## config.mk

```make
export PLATFORM = sky130hd
export DESIGN_NAME = cache_arbiter_flat
export DESIGN_NICKNAME = d
export VERILOG_FILES = /design/src/rtl/cache_arbiter_if.sv /design/src/rtl/cache_arbiter.sv /design/src/flat_wrapper.sv
export SDC_FILE = /design/constraint.sdc
export NUM_CORES = 1
export LEC_CHECK = 0
export ABC_CLOCK_PERIOD_IN_PS = 1500
export CAP_MARGIN = 20
export CORE_AREA = 2 2 535 537
export DETAILED_ROUTE_END_ITERATION = 6
export DIE_AREA = 0 0 537 539
export MAX_ROUTING_LAYER = met4
export PLACE_DENSITY = 0.3
export SLEW_MARGIN = 30
export SYNTH_ARGS = -nofsm -noshare
export SYNTH_HDL_FRONTEND = slang
export SYNTH_SLANG_ARGS = --single-unit
```

## constraint.sdc

```tcl
create_clock -name clk -period 1.5 [get_ports clk]
set_clock_uncertainty 0.05 [all_clocks]
set_input_delay 0.225 -clock clk [delete_from_list [all_inputs] [get_ports clk]]
set_output_delay 0.225 -clock clk [all_outputs]
set_load 0.02 [all_outputs]
```

## src/rtl/cache_arbiter_if.sv

```systemverilog
// Bundle of all cache-side and memory-side signals seen by cache_arbiter.
//   slave  : arbiter view (takes cache requests / memory responses, drives
//            memory requests / cache responses)
//   master : environment view (caches plus memory), the mirror image
// Signals:
//   i_read, i_address, i_rdata, i_resp                 I-cache port
//   d_read, d_write, d_address, d_wdata, d_rdata, d_resp  D-cache port
//   mem_read, mem_write, mem_address, mem_wdata,
//   mem_rdata, mem_resp                                shared memory port
interface cache_arbiter_if #(
    parameter int LINE_WIDTH = 256,
    parameter int ADDR_WIDTH = 32
);
    logic                  i_read;
    logic [ADDR_WIDTH-1:0] i_address;
    logic [LINE_WIDTH-1:0] i_rdata;
    logic                  i_resp;

    logic                  d_read;
    logic                  d_write;
    logic [ADDR_WIDTH-1:0] d_address;
    logic [LINE_WIDTH-1:0] d_wdata;
    logic [LINE_WIDTH-1:0] d_rdata;
    logic                  d_resp;

    logic                  mem_read;
    logic                  mem_write;
    logic [ADDR_WIDTH-1:0] mem_address;
    logic [LINE_WIDTH-1:0] mem_wdata;
    logic [LINE_WIDTH-1:0] mem_rdata;
    logic                  mem_resp;

    modport slave (
        input  i_read, i_address, d_read, d_write, d_address, d_wdata,
               mem_rdata, mem_resp,
        output i_rdata, i_resp, d_rdata, d_resp,
               mem_read, mem_write, mem_address, mem_wdata
    );

    modport master (
        output i_read, i_address, d_read, d_write, d_address, d_wdata,
               mem_rdata, mem_resp,
        input  i_rdata, i_resp, d_rdata, d_resp,
               mem_read, mem_write, mem_address, mem_wdata
    );
endinterface

```

## src/rtl/cache_arbiter.sv

```systemverilog
// Two-to-one round-robin arbiter between the I-cache and D-cache line ports
// and one shared memory port. One request is granted at a time; its op,
// address and write data are captured at grant and replayed to memory until
// mem_resp, which is then steered to the granted cache only.
// Ports:
//   clk  : clock, all state changes on posedge
//   rst  : synchronous active-high reset
//   bus  : cache_arbiter_if.slave carrying the cache and memory signals
module cache_arbiter #(
    parameter int LINE_WIDTH = 256,
    parameter int ADDR_WIDTH = 32
) (
    input  logic              clk,
    input  logic              rst,
    cache_arbiter_if.slave    bus
);

    typedef enum logic [1:0] {
        IDLE    = 2'd0,
        SERVE_I = 2'd1,
        SERVE_D = 2'd2
    } state_t;

    localparam logic GRANT_I = 1'b0;
    localparam logic GRANT_D = 1'b1;

    state_t                r_state;
    state_t                w_state_nxt;
    logic                  r_last_grant;
    logic                  r_op_write;
    logic [ADDR_WIDTH-1:0] r_address;
    logic [LINE_WIDTH-1:0] r_wdata;

    logic                  w_i_pending;
    logic                  w_d_pending;
    logic                  w_grant;
    logic                  w_grant_d;
    logic                  w_grant_write;
    logic [ADDR_WIDTH-1:0] w_grant_address;
    logic [LINE_WIDTH-1:0] w_grant_wdata;

    assign w_i_pending = bus.i_read;
    assign w_d_pending = bus.d_read | bus.d_write;

    // Payload captured at grant; read+write together from the D side is a write.
    assign w_grant_write   = w_grant_d & bus.d_write;
    assign w_grant_address = w_grant_d ? bus.d_address : bus.i_address;
    assign w_grant_wdata   = w_grant_d ? bus.d_wdata : {LINE_WIDTH{1'b0}};

    // Grant decision and next-state: arbitration only happens in IDLE.
    always_comb begin
        w_grant     = 1'b0;
        w_grant_d   = 1'b0;
        w_state_nxt = r_state;
        case (r_state)
            IDLE: begin
                if (w_i_pending && w_d_pending) begin
                    // Tie: the side that did not win last time goes next.
                    w_grant   = 1'b1;
                    w_grant_d = (r_last_grant == GRANT_I);
                end else if (w_i_pending) begin
                    w_grant   = 1'b1;
                    w_grant_d = 1'b0;
                end else if (w_d_pending) begin
                    w_grant   = 1'b1;
                    w_grant_d = 1'b1;
                end else begin
                    w_grant   = 1'b0;
                    w_grant_d = 1'b0;
                end
                if (w_grant) begin
                    w_state_nxt = w_grant_d ? SERVE_D : SERVE_I;
                end else begin
                    w_state_nxt = IDLE;
                end
            end
            SERVE_I, SERVE_D: begin
                // Always drop back to IDLE for one cycle after a response so
                // the requester has left its request state before re-arbitration.
                if (bus.mem_resp) begin
                    w_state_nxt = IDLE;
                end else begin
                    w_state_nxt = r_state;
                end
            end
            default: begin
                w_state_nxt = IDLE;
            end
        endcase
    end

    // State register plus the request latches loaded only at grant.
    always_ff @(posedge clk) begin
        if (rst) begin
            r_state      <= IDLE;
            r_last_grant <= GRANT_D;
            r_op_write   <= 1'b0;
            r_address    <= {ADDR_WIDTH{1'b0}};
            r_wdata      <= {LINE_WIDTH{1'b0}};
        end else begin
            r_state <= w_state_nxt;
            if (w_grant) begin
                r_last_grant <= w_grant_d;
                r_op_write   <= w_grant_write;
                r_address    <= w_grant_address;
                r_wdata      <= w_grant_wdata;
            end else begin
                r_last_grant <= r_last_grant;
                r_op_write   <= r_op_write;
                r_address    <= r_address;
                r_wdata      <= r_wdata;
            end
        end
    end

    // Memory request driven from the latches while serving; resp steered to the owner.
    always_comb begin
        bus.mem_read    = 1'b0;
        bus.mem_write   = 1'b0;
        bus.mem_address = {ADDR_WIDTH{1'b0}};
        bus.mem_wdata   = {LINE_WIDTH{1'b0}};
        bus.i_resp      = 1'b0;
        bus.d_resp      = 1'b0;
        case (r_state)
            SERVE_I, SERVE_D: begin
                bus.mem_read    = ~r_op_write;
                bus.mem_write   = r_op_write;
                bus.mem_address = r_address;
                bus.mem_wdata   = r_wdata;
                bus.i_resp      = (r_state == SERVE_I) & bus.mem_resp;
                bus.d_resp      = (r_state == SERVE_D) & bus.mem_resp;
            end
            default: begin
                bus.mem_read = 1'b0;
            end
        endcase
    end

    // Read data is broadcast; only the resp strobes qualify it.
    assign bus.i_rdata = bus.mem_rdata;
    assign bus.d_rdata = bus.mem_rdata;

endmodule

```

## src/flat_wrapper.sv

```systemverilog
// flat-port wrapper written by rule: the top's interface ports become plain ports
module cache_arbiter_flat 
#(
    parameter int LINE_WIDTH = 256,
    parameter int ADDR_WIDTH = 32
)
  (clk, rst, bus_i_read, bus_i_address, bus_d_read, bus_d_write, bus_d_address, bus_d_wdata, bus_mem_rdata, bus_mem_resp, bus_i_rdata, bus_i_resp, bus_d_rdata, bus_d_resp, bus_mem_read, bus_mem_write, bus_mem_address, bus_mem_wdata);
  cache_arbiter_if #(.LINE_WIDTH(LINE_WIDTH), .ADDR_WIDTH(ADDR_WIDTH)) bus_i ();
  input  logic clk;
  input  logic rst;
  input wire logic [$bits(bus_i.i_read)-1:0] bus_i_read;
  input wire logic [$bits(bus_i.i_address)-1:0] bus_i_address;
  input wire logic [$bits(bus_i.d_read)-1:0] bus_d_read;
  input wire logic [$bits(bus_i.d_write)-1:0] bus_d_write;
  input wire logic [$bits(bus_i.d_address)-1:0] bus_d_address;
  input wire logic [$bits(bus_i.d_wdata)-1:0] bus_d_wdata;
  input wire logic [$bits(bus_i.mem_rdata)-1:0] bus_mem_rdata;
  input wire logic [$bits(bus_i.mem_resp)-1:0] bus_mem_resp;
  output wire logic [$bits(bus_i.i_rdata)-1:0] bus_i_rdata;
  output wire logic [$bits(bus_i.i_resp)-1:0] bus_i_resp;
  output wire logic [$bits(bus_i.d_rdata)-1:0] bus_d_rdata;
  output wire logic [$bits(bus_i.d_resp)-1:0] bus_d_resp;
  output wire logic [$bits(bus_i.mem_read)-1:0] bus_mem_read;
  output wire logic [$bits(bus_i.mem_write)-1:0] bus_mem_write;
  output wire logic [$bits(bus_i.mem_address)-1:0] bus_mem_address;
  output wire logic [$bits(bus_i.mem_wdata)-1:0] bus_mem_wdata;
  assign bus_i.i_read = bus_i_read;
  assign bus_i.i_address = bus_i_address;
  assign bus_i.d_read = bus_d_read;
  assign bus_i.d_write = bus_d_write;
  assign bus_i.d_address = bus_d_address;
  assign bus_i.d_wdata = bus_d_wdata;
  assign bus_i.mem_rdata = bus_mem_rdata;
  assign bus_i.mem_resp = bus_mem_resp;
  assign bus_i_rdata = bus_i.i_rdata;
  assign bus_i_resp = bus_i.i_resp;
  assign bus_d_rdata = bus_i.d_rdata;
  assign bus_d_resp = bus_i.d_resp;
  assign bus_mem_read = bus_i.mem_read;
  assign bus_mem_write = bus_i.mem_write;
  assign bus_mem_address = bus_i.mem_address;
  assign bus_mem_wdata = bus_i.mem_wdata;
  cache_arbiter #(.LINE_WIDTH(LINE_WIDTH), .ADDR_WIDTH(ADDR_WIDTH)) u_core (.clk(clk), .rst(rst), .bus(bus_i));
endmodule
```

==> reports/metrics.sh, run 1 <==
OUTCOME='complete, but fails checks'
FAILED_CHECKS='negative setup slack'
CORE_UM2=284000
CTS_HTREE_LEVELS=2
POWER_LEAKAGE_uW=0.00993
SYN_AVG_CELL_AREA_UM2=9.57
YOSYS-TOP-CELLS-AREA='dfxtp_1, buf_4, a22o_1, and2_1, o32ai_1'
TRITONCTS_SINK_COUNT=292
GP_CONGESTION=0.684
LAYOUT.FILLER_CELLS=32600
WORST_SETUP_PATH_START_KIND='flip-flop'
WORSTSETUPPATHTYPE='reg2out'
VIA_COUNT=12500
DETAIL_ROUTE.FIRST_PASS.ITERATIONS=4
POST_SYNTH_INST_COUNT=1578
POSTSYNTHREGISTERBITS=292
DETAIL_ROUTE.WL_PER_CELL_UM=26.6
YOSYSMOSTFREQUENTCELL='buf_4'
WORST-ENDPOINT-REQUIRED_NS=1.22
MAX_FREQ_GHz=0.414
PLACEMENTROWS=196
WORSTPATHCELLLIST='inv_2 > ha_4 > buf_16 > buf_16 > clkbuf_16 > and2_4 > buf_12'
ANTENNA_LEFT=0
POST_ROUTE_WORST_SETUP_SLACK_NS=-0.916
CRIT_PATH_TOP_DELAY_CELL='dfxtp_2'
WORST_IR_DROP_VDD_mV=0.700
RSZ0062_AT_GRT='yes'
CAP_VIOLATIONS=0
DETAIL_ROUTE.ITER0.VIOLATIONS=569
FINALSETUPTNS_NS=-301.86
SYNTH_EDF_COUNT=0
CPMOSTUSEDCELL='buf_16'
PLACE.PORT_BUFFERS=617
POST_SYNTH_MOST_FREQUENT_CELLS='buf_4, dfxtp_1, and2_1, a22o_1, clkbuf_1'
GRT_PASS1_VIAS=12600
TOTAL_ROUTING_USAGE_REPORTED_BY_GLOBAL_ROUTING_PCT=10.1
SYN_NETS=2163
WORST_SLEW_MARGIN_RELATIVE_TO_ITS_LIMIT_PCT=61.9
WORST_R2R_START='u_core.r_state[1]'
CAPTURE_POINT_OF_THE_WORST_REG_TO_REG_PATH='u_core.r_state[1]'
PRECTSSETUPSLACK_NS=-0.640
FINAL_MAX_SLEW_VIOLATION_COUNT=0
MAPPEDNETLISTAREA_UM2=15100
CLK_PIN_SLEW_NS=0.06
DIEAREA_UM2=289000
PLACEDCELLCOUNT=5439
CTS_TREE='built'
FINAL.MIN_CLOCK_PERIOD_NS=2.42
HOLD_VIOL_FINAL=0
DRIVE_ABOVE_1_SHARE_PCT=44.4
YS_SEQ_AREA_SHARE_PCT=38.7
WORST_PIN_SLEW_NS=0.571
ASYNC_FLOP_SHARE_PCT=0
SYNTH_WARNINGS=0
CTS_ROOT_BUF='clkbuf_16'
REG2REG_SLACK_NS=-0.36
DRCVIOLATIONCOUNT=0
HPWL_MM=129
GRT_ANTENNA_BEFORE_REPAIR=95
NNETSFINAL=2359
CTS_BUFFERS=44
DIE_HEIGHT_UM=539
WORST_SKEW_PAIR.LATE_LATENCY_NS=0.64
MAX-CLOCK-PATH-BUFFERS=3
ARRIVAL_NS=2.14
DIE_W_UM=537
YS_DOMINANT_REG_CELL='dfxtp_1'
IOS=1386
SETUP_VIOL=582
R2R_CELLS=7
POST_DRT_VIA_CELL_RATIO=2.25
GLOBAL_ROUTE_WIRE_LENGTH_BEFORE_REPAIR_MM=177
INSTANCES_NO_FILL=5586
START_UTIL_PCT=5.32
TOTAL_POWER_DIVIDED_BY_CELL_AREA_nW_PER_UM2=1070
LARGEST_NET_DEGREE_AT_THE_START_OF_GLOBAL_ROUTING=36
SYNTH_LARGEST_TYPE_AREA_FRACTION_PCT=38.7
AREA_GROWTH_SYN_TO_LAYOUT_PCT=81.3
CRITICAL-PATH-MAX-STAGE-DELAY_NS=0.34
WORST_SETUP_PATH_STARTPOINT='u_core.r_state[1]'
POSTROUTEWIRELENGTH_MM=149
SYNTH_CELL_TYPES=26
CP_MAX_FO=8
FINAL_CYCLE_UTILIZATION_OF_THE_CRITICAL_PATH_PCT=161
CRIT_PATH_CAPTURE='bus_mem_wdata[79]'
GRT_OVERFLOW=0
TIMING.CRITICAL_PATH.TO_TYPE='output port'
NETLIST.TOP_CELL.BY_AREA='dfxtp_1'
HOLD_PATH.CLASS='in2reg'
==> metal layers <==
metal  GRT usage, %  vias to the layer above  routed length, um
li1               -                     5313                  -
met1           10.1                     5678              53300
met2           15.1                     1149              63700
met3           7.81                      407              26300
met4           2.93                        0               5400
met5              -                        -                  0
==> critical path: cells and delay by family (launching register included) <==
family,cells,cell delay [ns]
simple gates,1,0.15
fa+ha+maj,1,0.34
flops,1,0.34
buf+inv,5,0.64
==> logic make-up after synthesis <==
group / count (synthesis) / synth area share [%]
buf+inv: 651 / 29.8
fa+ha+maj: 3 / 0.249
simple gates: 303 / 12.5
compound gates: 329 / 18.7
flops: 292 / 38.7
==> registers in the layout, summed over array words and instances (netlist names) <==
register	cells
u_core.r_last_grant	1
u_core.r_op_write	1
u_core.r_state	2
u_core.r_wdata	256
u_core.r_address	32
==> metrics by stage <==
stage	power (uW)	cell area [um^2]	hold slack, ns	util (%)
6_report	29400	27400	0.0947	9.64
4_1_cts	30200	27200	0.000815	9.58
5_1_grt	31000	27400	0.0341	9.64
3_3_place_gp	16700	24800	0.400	8.73
3_5_place_dp	16700	24800	0.400	8.73
2_1_floorplan	13700	15600	0.300	-
==> how the worst min path moves through the flow <==
stage / startpoint / end / slack (ns) / depth (start not counted)
2_1_floorplan: bus_d_wdata[227] / u_core.r_wdata[227] / 0.30 / 1
3_3_place_gp: bus_mem_rdata[126] / bus_d_rdata[126] / 0.40 / 0
3_5_place_dp: bus_mem_rdata[126] / bus_d_rdata[126] / 0.40 / 0
4_1_cts: bus_d_address[6] / u_core.r_address[6] / 0.0008 / 3
5_1_grt: bus_d_address[23] / u_core.r_address[23] / 0.03 / 3
6_report: bus_d_address[6] / u_core.r_address[6] / 0.09 / 3
==> final cells by class <==
cell class	instances	area (um^2)	area share (%)
antenna	15	37.5	0.137
multi-input combinational	635	5310	19.4
tap	3762	4710	17.2
timing repair buffer	767	9770	35.7
inverter	34	128	0.466
sequential	292	5850	21.4
clock inverter	24	342	1.25
clock buffer	57	1240	4.53
==> cell usage in the layout, fill, tap and decap left out, types with 21 or more instances in the layout <==
cell type        netlist  routed
a211oi_1              32      32
a22o_1               256     256
and2_2                 0     182
and2_4                 0     107
buf_12                 0     214
buf_4                532     111
buf_6                  2      62
clkbuf_16              0      50
clkdlybuf4s50_1        0     324
dfxtp_1              292     290
dlygate4sd3_1          0      21
inv_1                 34      32
o32ai_1               32      32
==> where the power goes <==
group / switching [uW] / leakage (uW) / internal (uW)
clock network: 4720 / 0.000781 / 7060
registers: 638 / 0.00240 / 8530
logic: 4040 / 0.00675 / 4420
total: 9400 / 0.00993 / 20000
==> repair_timing <==
action                     in CTS  in global routing
buffers inserted               12                  9
setup endpoints to repair     582                582
gates resized for setup       499                132
hold endpoints to repair       21                  0
cloned                          7                  7
pin swaps                      24                 13
hold buffers                   21                  0
Power figures use the tool's default switching activity.
==> run 2: changes to the inputs <==
ABC_AREA = 1   (was default)
CORE_AREA = 2 2 533 535   (was 2 2 535 537)
DIE_AREA = 0 0 535 537   (was 0 0 537 539)
==> run 2 against run 1 <==
  * The flow still finishes with violations (negative setup slack)
  * Routed wire length grew 8.9%
  * Sequential share of layout area decreased by 2.9 points
  * Hold slack lost 0.016 ns
  * Non-clock buffer count increased by 88
  * Total power grew 71%
  * Setup slack lost 0.17 ns
  * Die area down 0.74%
  * Register-to-register slack better by 0.07 ns
  * Largest cell class unchanged
==> reports/metrics.sh, run 2 <==
SYNTH_CELL_TYPES=17
DRIVE_ABOVE_1_SHARE_PCT=38.4
SETUP_VIOL=582
HPWL_MM=137
TIMING.CRITICAL_PATH.TO_TYPE='output port'
RSZ0062_AT_GRT='yes'
SYN_NETS=3194
MAX-CLOCK-PATH-BUFFERS=3
TRITONCTS_SINK_COUNT=292
ASYNC_FLOP_SHARE_PCT=0
TOPROUTINGLAYERUSED='met4'
GRT_OVERFLOW=0
CRITICAL-PATH-MAX-STAGE-DELAY_NS=0.33
VIA_COUNT=16800
HOLD_PATH.CLASS='in2reg'
FAILED_CHECKS='negative setup slack'
DETAIL_ROUTE.WL_PER_CELL_UM=24.4
DIE_HEIGHT_UM=537
WORSTSETUPPATHTYPE='reg2out'
GLOBAL_ROUTE_WIRE_LENGTH_BEFORE_REPAIR_MM=199
CPMOSTUSEDCELL='buf_12'
FINAL_MAX_SLEW_VIOLATION_COUNT=0
WORST_SETUP_PATH_START_KIND='flip-flop'
POST_ROUTE_WORST_SETUP_SLACK_NS=-1.09
LARGEST_REGISTER_FF_COUNT=256
MET2_WIRELENGTH_MM=73.6
CORE_UM2=281000
DIEAREA_UM2=287000
FINAL_CYCLE_UTILIZATION_OF_THE_CRITICAL_PATH_PCT=173
MIN_PATH_CELLS=3
WORST-ENDPOINT-REQUIRED_NS=1.22
CAP_VIOLATIONS=0
CTS_TREE='built'
REG2REG_SLACK_NS=-0.29
WORST_HOLD_STARTPOINT='bus_d_wdata[225]'
HOLD_VIOL_FINAL=0
GP_CONGESTION=0.830
TOTAL_ROUTING_USAGE_REPORTED_BY_GLOBAL_ROUTING_PCT=11.1
SYNTH_LARGEST_TYPE_AREA_FRACTION_PCT=34.2
CLK_PIN_SLEW_NS=0.07
POWER_LEAKAGE_uW=0.0139
P_TOTAL_uW=50400
POSTSYNTHREGISTERBITS=292
OUTCOME='complete, but fails checks'
SYN_AVG_CELL_AREA_UM2=6.54
SYNTH_WARNINGS=0
YS_DOMINANT_REG_CELL='dfxtp_1'
FINAL.MIN_CLOCK_PERIOD_NS=2.59
MAPPEDNETLISTAREA_UM2=17100
NETLIST.TOP_CELL.BY_AREA='dfxtp_1'
WORSTPATHCELLLIST='inv_2 > ha_4 > buf_12 > buf_16 > buf_12 > buf_12 > clkbuf_16 > nand2_4 > inv_2 > buf_6'
TOTAL_POWER_DIVIDED_BY_CELL_AREA_nW_PER_UM2=1590
MOST-COMMON-LAYOUT-CELLS='nand2_1, clkdlybuf4s50_1, a21oi_1'
DRCVIOLATIONCOUNT=0
DIE_W_UM=535
CTS_HTREE_LEVELS=2
CTS_ROOT_BUF='clkbuf_16'
SYNTH_EDF_COUNT=0
ANTENNA_LEFT=0
ROUTED_METAL_1_WIRELENGTH_MM=53.1
CP_MAX_FO=7
DETAIL_ROUTE.ITER0.VIOLATIONS=652
YOSYSMOSTFREQUENTCELL='nand2_1'
DETAIL_ROUTE.FIRST_PASS.ITERATIONS=5
MOSTFREQUENTLAYOUTCELL='nand2_1'
PRECTSSETUPSLACK_NS=-0.730
GRT_PASS1_VIAS=17200
AREA_GROWTH_SYN_TO_LAYOUT_PCT=85.3
YS_SEQ_AREA_SHARE_PCT=34.2
YOSYS-TOP-CELLS-AREA='dfxtp_1, buf_4, nand2_1, inv_1, a21oi_1'
ARRIVAL_NS=2.32
MAX_FREQ_GHz=0.386
PLACE.PORT_BUFFERS=617
WORST_PIN_SLEW_NS=0.488
CRIT_PATH_TOP_DELAY_CELL='dfxtp_2'
CAPTURE_POINT_OF_THE_WORST_REG_TO_REG_PATH='u_core.r_wdata[86]'
HOLD-PATH-ENDPOINT='u_core.r_wdata[225]'
R2R_CELLS=8
WORST_SLEW_MARGIN_RELATIVE_TO_ITS_LIMIT_PCT=67.4
WORST_SETUP_PATH_STARTPOINT='u_core.r_state[1]'
CTS_BUFFERS=47
POSTROUTEWIRELENGTH_MM=162
WL_MET3_MM=28.5
REG.LARGEST.LIST='u_core.r_wdata: 256 flops, u_core.r_address: 32 flops, u_core.r_state: 2 flops'
WORST_SKEW_PAIR.LATE_LATENCY_NS=0.66
POST_SYNTH_INST_COUNT=2609
TOP_REGISTER='u_core.r_wdata'
IOS=1386
WORST_R2R_START='u_core.r_state[0]'
POST_SYNTH_MOST_FREQUENT_CELLS='nand2_1, buf_4, inv_1, dfxtp_1, a21oi_1'
WORST_IR_DROP_VDD_mV=0.911
NNETSFINAL=3453
LARGEST_NET_DEGREE_AT_THE_START_OF_GLOBAL_ROUTING=54
PLACEMENTROWS=195
START_UTIL_PCT=6.07
POST_DRT_VIA_CELL_RATIO=2.52
GRT_ANTENNA_BEFORE_REPAIR=32
LAYOUT.FILLER_CELLS=32500
## run 2: cell types whose count changed in the layout (fill, tap and decap cells not counted), sizes merged, moves of 3 or more
cell	previous run	this run
diode	15	3
clkdlybuf4s15	3	10
dlygate4sd3	21	18
o32ai	32	0
inv	38	398
bufinv	7	4
nand2	4	973
clkbuf	63	78
clkinv	11	7
a211oi	32	0
a21oi	3	291
and2	290	0
a22o	256	0
buf	413	494
## run 2: per-stage QoR
stage          std cells  hold slack [ns]  utilization, %  TNS [ns]  cell area [um^2]
2_1_floorplan       2609            0.318               -   -0.0189             17200
3_3_place_gp        6442            0.399            9.31   -325.04             26200
3_5_place_dp        6442            0.400            9.31   -332.13             26200
4_1_cts             6616         0.000879            10.6   -374.90             29900
5_1_grt             6648           0.0550            11.2   -383.56             31600
6_report            6648           0.0788            11.2   -322.67             31600
## run 2: cells by family after synthesis
group | synth area share, %
and+or+nand+nor | 21.6
DFF | 34.2
AOI/OAI and AO/OA | 8.59
buffers and inverters | 35.3
adders and majority gates | 0.220
## run 2: worst max-delay path, delay by kind of cell (launching register included)
kind	cells	cell delay, ns
buf+inv	8	0.92
simple gates	1	0.05
fa+ha+maj	1	0.30
flops	1	0.33
## run 2: worst max path at each step
stage / end / slack [ns] / cells past startpoint
after detailed placement: u_core.r_wdata[82] / -0.73 / 8
after CTS: bus_mem_wdata[164] / -1.20 / 10
final: bus_mem_wdata[162] / -1.09 / 10
after global routing: bus_mem_wdata[162] / -1.19 / 10
after floorplan: bus_mem_read / -0.02 / 6
after global placement: bus_mem_wdata[223] / -0.71 / 7
## run 2: routing by layer
metal / vias to the layer above / GRT usage, %
met1: 7582 / 10.3
met2: 1154 / 17.4
met4: 0 / 4.08
met3: 331 / 8.40
met5: - / -
li1: 7699 / -
## run 2: layout make-up
type / count / area, um^2 / share of cell area, %
Antenna cell: 3 / 7.51 / 0.0237
Inverter: 397 / 1740 / 5.49
Sequential cell: 292 / 5850 / 18.5
Timing Repair Buffer: 855 / 11100 / 35.1
Clock buffer: 69 / 1420 / 4.49
Multi-Input combinational cell: 1275 / 6640 / 21.0
Clock inverter: 14 / 198 / 0.625
Tap cell: 3743 / 4680 / 14.8
## run 2: repair_timing
action | in CTS | in global routing
hold buffers | 18 | 0
setup endpoints to repair | 584 | 584
setup buffers | 49 | 29
endpoints found under the hold margin | 28 | 0
resized for setup | 752 | 445
cloned | 25 | 9
pin swaps | 14 | 70
## run 2: power by group
group          switching [uW]  total (uW)  internal (uW)
Combinational           14900       28000          13100
Sequential               1360       10500           9180
Clock                    4690       11900           7200
==> variant 1: new RTL, flow settings as in run 1 <==
`LINE_WIDTH` is set to 256 in 3 places; all go to 128.
--- a/src/rtl/cache_arbiter_if.sv
+++ b/src/rtl/cache_arbiter_if.sv
@@ -9,5 +9,5 @@
 //   mem_rdata, mem_resp                                shared memory port
 interface cache_arbiter_if #(
-    parameter int LINE_WIDTH = 256,
+    parameter int LINE_WIDTH = 128,
     parameter int ADDR_WIDTH = 32
 );
--- a/src/rtl/cache_arbiter.sv
+++ b/src/rtl/cache_arbiter.sv
@@ -8,5 +8,5 @@
 //   bus  : cache_arbiter_if.slave carrying the cache and memory signals
 module cache_arbiter #(
-    parameter int LINE_WIDTH = 256,
+    parameter int LINE_WIDTH = 128,
     parameter int ADDR_WIDTH = 32
 ) (
--- a/src/flat_wrapper.sv
+++ b/src/flat_wrapper.sv
@@ -2,5 +2,5 @@
 module cache_arbiter_flat 
 #(
-    parameter int LINE_WIDTH = 256,
+    parameter int LINE_WIDTH = 128,
     parameter int ADDR_WIDTH = 32
 )
Ports: changed (5 resized); port bits go from 1386 to 746. No check against the original RTL was run, so the function may have changed too.
==> variant 1 against run 1 <==
  * The flow now stops in 5_2_route
  * Area after synthesis shrank 44%
  * Global-route usage fell by 5.7 points
  * Synthesized cell count fell by 43%
==> variant 1: results (changes against run 1) <==
Sink Count=164 (-44%); antenna violations before repair=34 (-64%); YS warnings=0 (unchanged); Worst endpoint, post-GRT repair=bus_mem_wdata[90]; post-synthesis sequential area ratio=38.5% (-0.20 points); largest net degree at the start of global routing=43 (+19%); Root Driver=clkbuf_16; hpwl dp=46.8 mm (-64%); routability congestion estimate=0.689 (+0.82%); global-route wire length before repair=79.4 mm (-55%); fraction of registers with async set/reset=0% (unchanged); worst endpoint type=primary output; Max Root-Sink Buffers=3 (unchanged); Mapped Nets=1225 (-43%); vias in the first global route=7416 (-41%); Total GRT Usage=4.35% (-5.7 points); # port buffers=361 (-41%); Synth cell types=27 (+3.8%); TritonCTS buffer count=25 (-43%); ranking of synthesized cells by area=dfxtp_1 (39%), buf_4 (23%), a22o_1 (13%); Err=[ERROR DRT-0255] Maze Route cannot find path of net bus_mem_rdata[23] in worker of routeBox ( 483000 96600 ) ( 537000 144900 ).; synth cell count leaders=buf_4 (257), dfxtp_1 (164), and2_1 (162), a22o_1 (128), inv_1 (34); status=did not finish; H-Tree Depth=4 (+2); Fail Step=5_2_route
## variant 1: repair_timing
action | CTS | global route
resized for setup | 607 | 323
pin swaps | 69 | 91
endpoints found under the setup margin | 326 | 327
hold buffers | 0 | 0
buffers inserted | 48 | 25
cloned | 34 | 15
## variant 1: per-stage QoR
step           worst slack, ns  instance area [um^2]  hold WS [ns]  util (%)  cells
5_1_grt                 -0.919                 19500         0.155      6.85   4885
3_5_place_dp            -0.663                 15700         0.400      5.54   4751
2_1_floorplan          -0.0227                  8650         0.300         -    896
4_1_cts                 -0.935                 18300         0.100      6.43   4864
3_3_place_gp            -0.670                 15700         0.400      5.54   4751
## variant 1: cell families after synthesis
kind of cell	synth area share, %
AOI/OAI and AO/OA	20.0
adders and majority gates	0.440
buffers and inverters	28.3
DFF	38.5
and+or+nand+nor	12.8
## variant 1: layer usage
layer  track usage, %
met5                -
met4             1.50
met3             1.39
met2             8.08
met1             4.19
==> variant 2: new RTL, config.mk and constraints of run 1 <==
Made on the original files. Reset style: asynchronous (`rst`), changed in one clocked block. Comments in the files are not updated.
--- a/src/rtl/cache_arbiter.sv
+++ b/src/rtl/cache_arbiter.sv
@@ -91,5 +91,5 @@
 
     // State register plus the request latches loaded only at grant.
-    always_ff @(posedge clk) begin
+    always_ff @(posedge clk or posedge rst) begin
         if (rst) begin
             r_state      <= IDLE;
Behaviour: not the same (a bounded check fails within 4 cycles, from zero or initial values and one cycle with rst high; the reset may be asserted at any time).
==> variant 2 against run 1 <==
  * The flow now stops in 5_2_route
  * Global-route usage grew 0.80 points
  * Area after synthesis grew 16%
==> variant 2: results (changes against run 1) <==
synth cell count leaders=nand2_1 (549), buf_4 (514), dfrtp_1 (291), and2_1 (290), nand3_1 (256); Total GRT Usage=10.9% (+0.80 points); post-synthesis sequential area ratio=41.6% (+2.9 points); Worst endpoint, post-GRT repair=bus_mem_read; H-Tree Depth=2 (unchanged); ranking of synthesized cells by area=dfrtp_1 (41%), buf_4 (22%), nand2_1 (12%); Mapped Nets=2731 (+26%); hpwl dp=140 mm (+8.3%); antenna violations before repair=12 (-87%); fraction of registers with async set/reset=100% (+100 points); Cell Rows=196 (unchanged); # placed instances=6017 (+11%); global-route wire length before repair=197 mm (+11%); routability congestion estimate=0.846 (+24%); Top FF cell, synth=dfrtp_1; Max Root-Sink Buffers=3 (unchanged); syn_area_per_cell=8.18 um^2 (-14%); Synth cell types=22 (-15%); Fail Step=5_2_route; Err=[ERROR DRT-0255] Maze Route cannot find path of net bus_mem_rdata[72] in worker of routeBox ( 483000 386400 ) ( 537000 434700 ).; # port buffers=617 (unchanged); largest net degree at the start of global routing=41 (+14%); Area after DPL=26900 um^2 (+8.6%); worst endpoint type=primary output; TritonCTS buffer count=45 (+2.3%); vias in the first global route=15576 (+24%); status=did not finish
==> variant 2: through the flow <==
step,hold WS [ns],setup slack [ns]
after floorplan,0.308,-2.65
after global placement,0.396,-0.840
after detailed placement,0.399,-0.822
after CTS,0.0000112,-1.27
after global routing,0.0332,-1.25
==> variant 2: cell families after synthesis <==
kind of cell	count (synthesis)	share of synthesized area [%]
simple gates	1098	29.5
buf+inv	650	25.6
flops	292	41.6
compound gates	103	3.09
fa+ha+maj	3	0.214
==> variant 2: repair_timing <==
item | in CTS | in global routing
setup buffers | 7 | 24
hold endpoints to repair | 30 | 0
setup endpoints to repair | 584 | 584
hold buffers | 21 | 0
resized for setup | 446 | 429
gates cloned | 6 | 16
pin swaps | 6 | 19
==> variant 2: metal layers <==
metal / global-route usage, %
met1: 9.23
met5: -
met2: 17.7
met4: 2.35
met3: 9.67
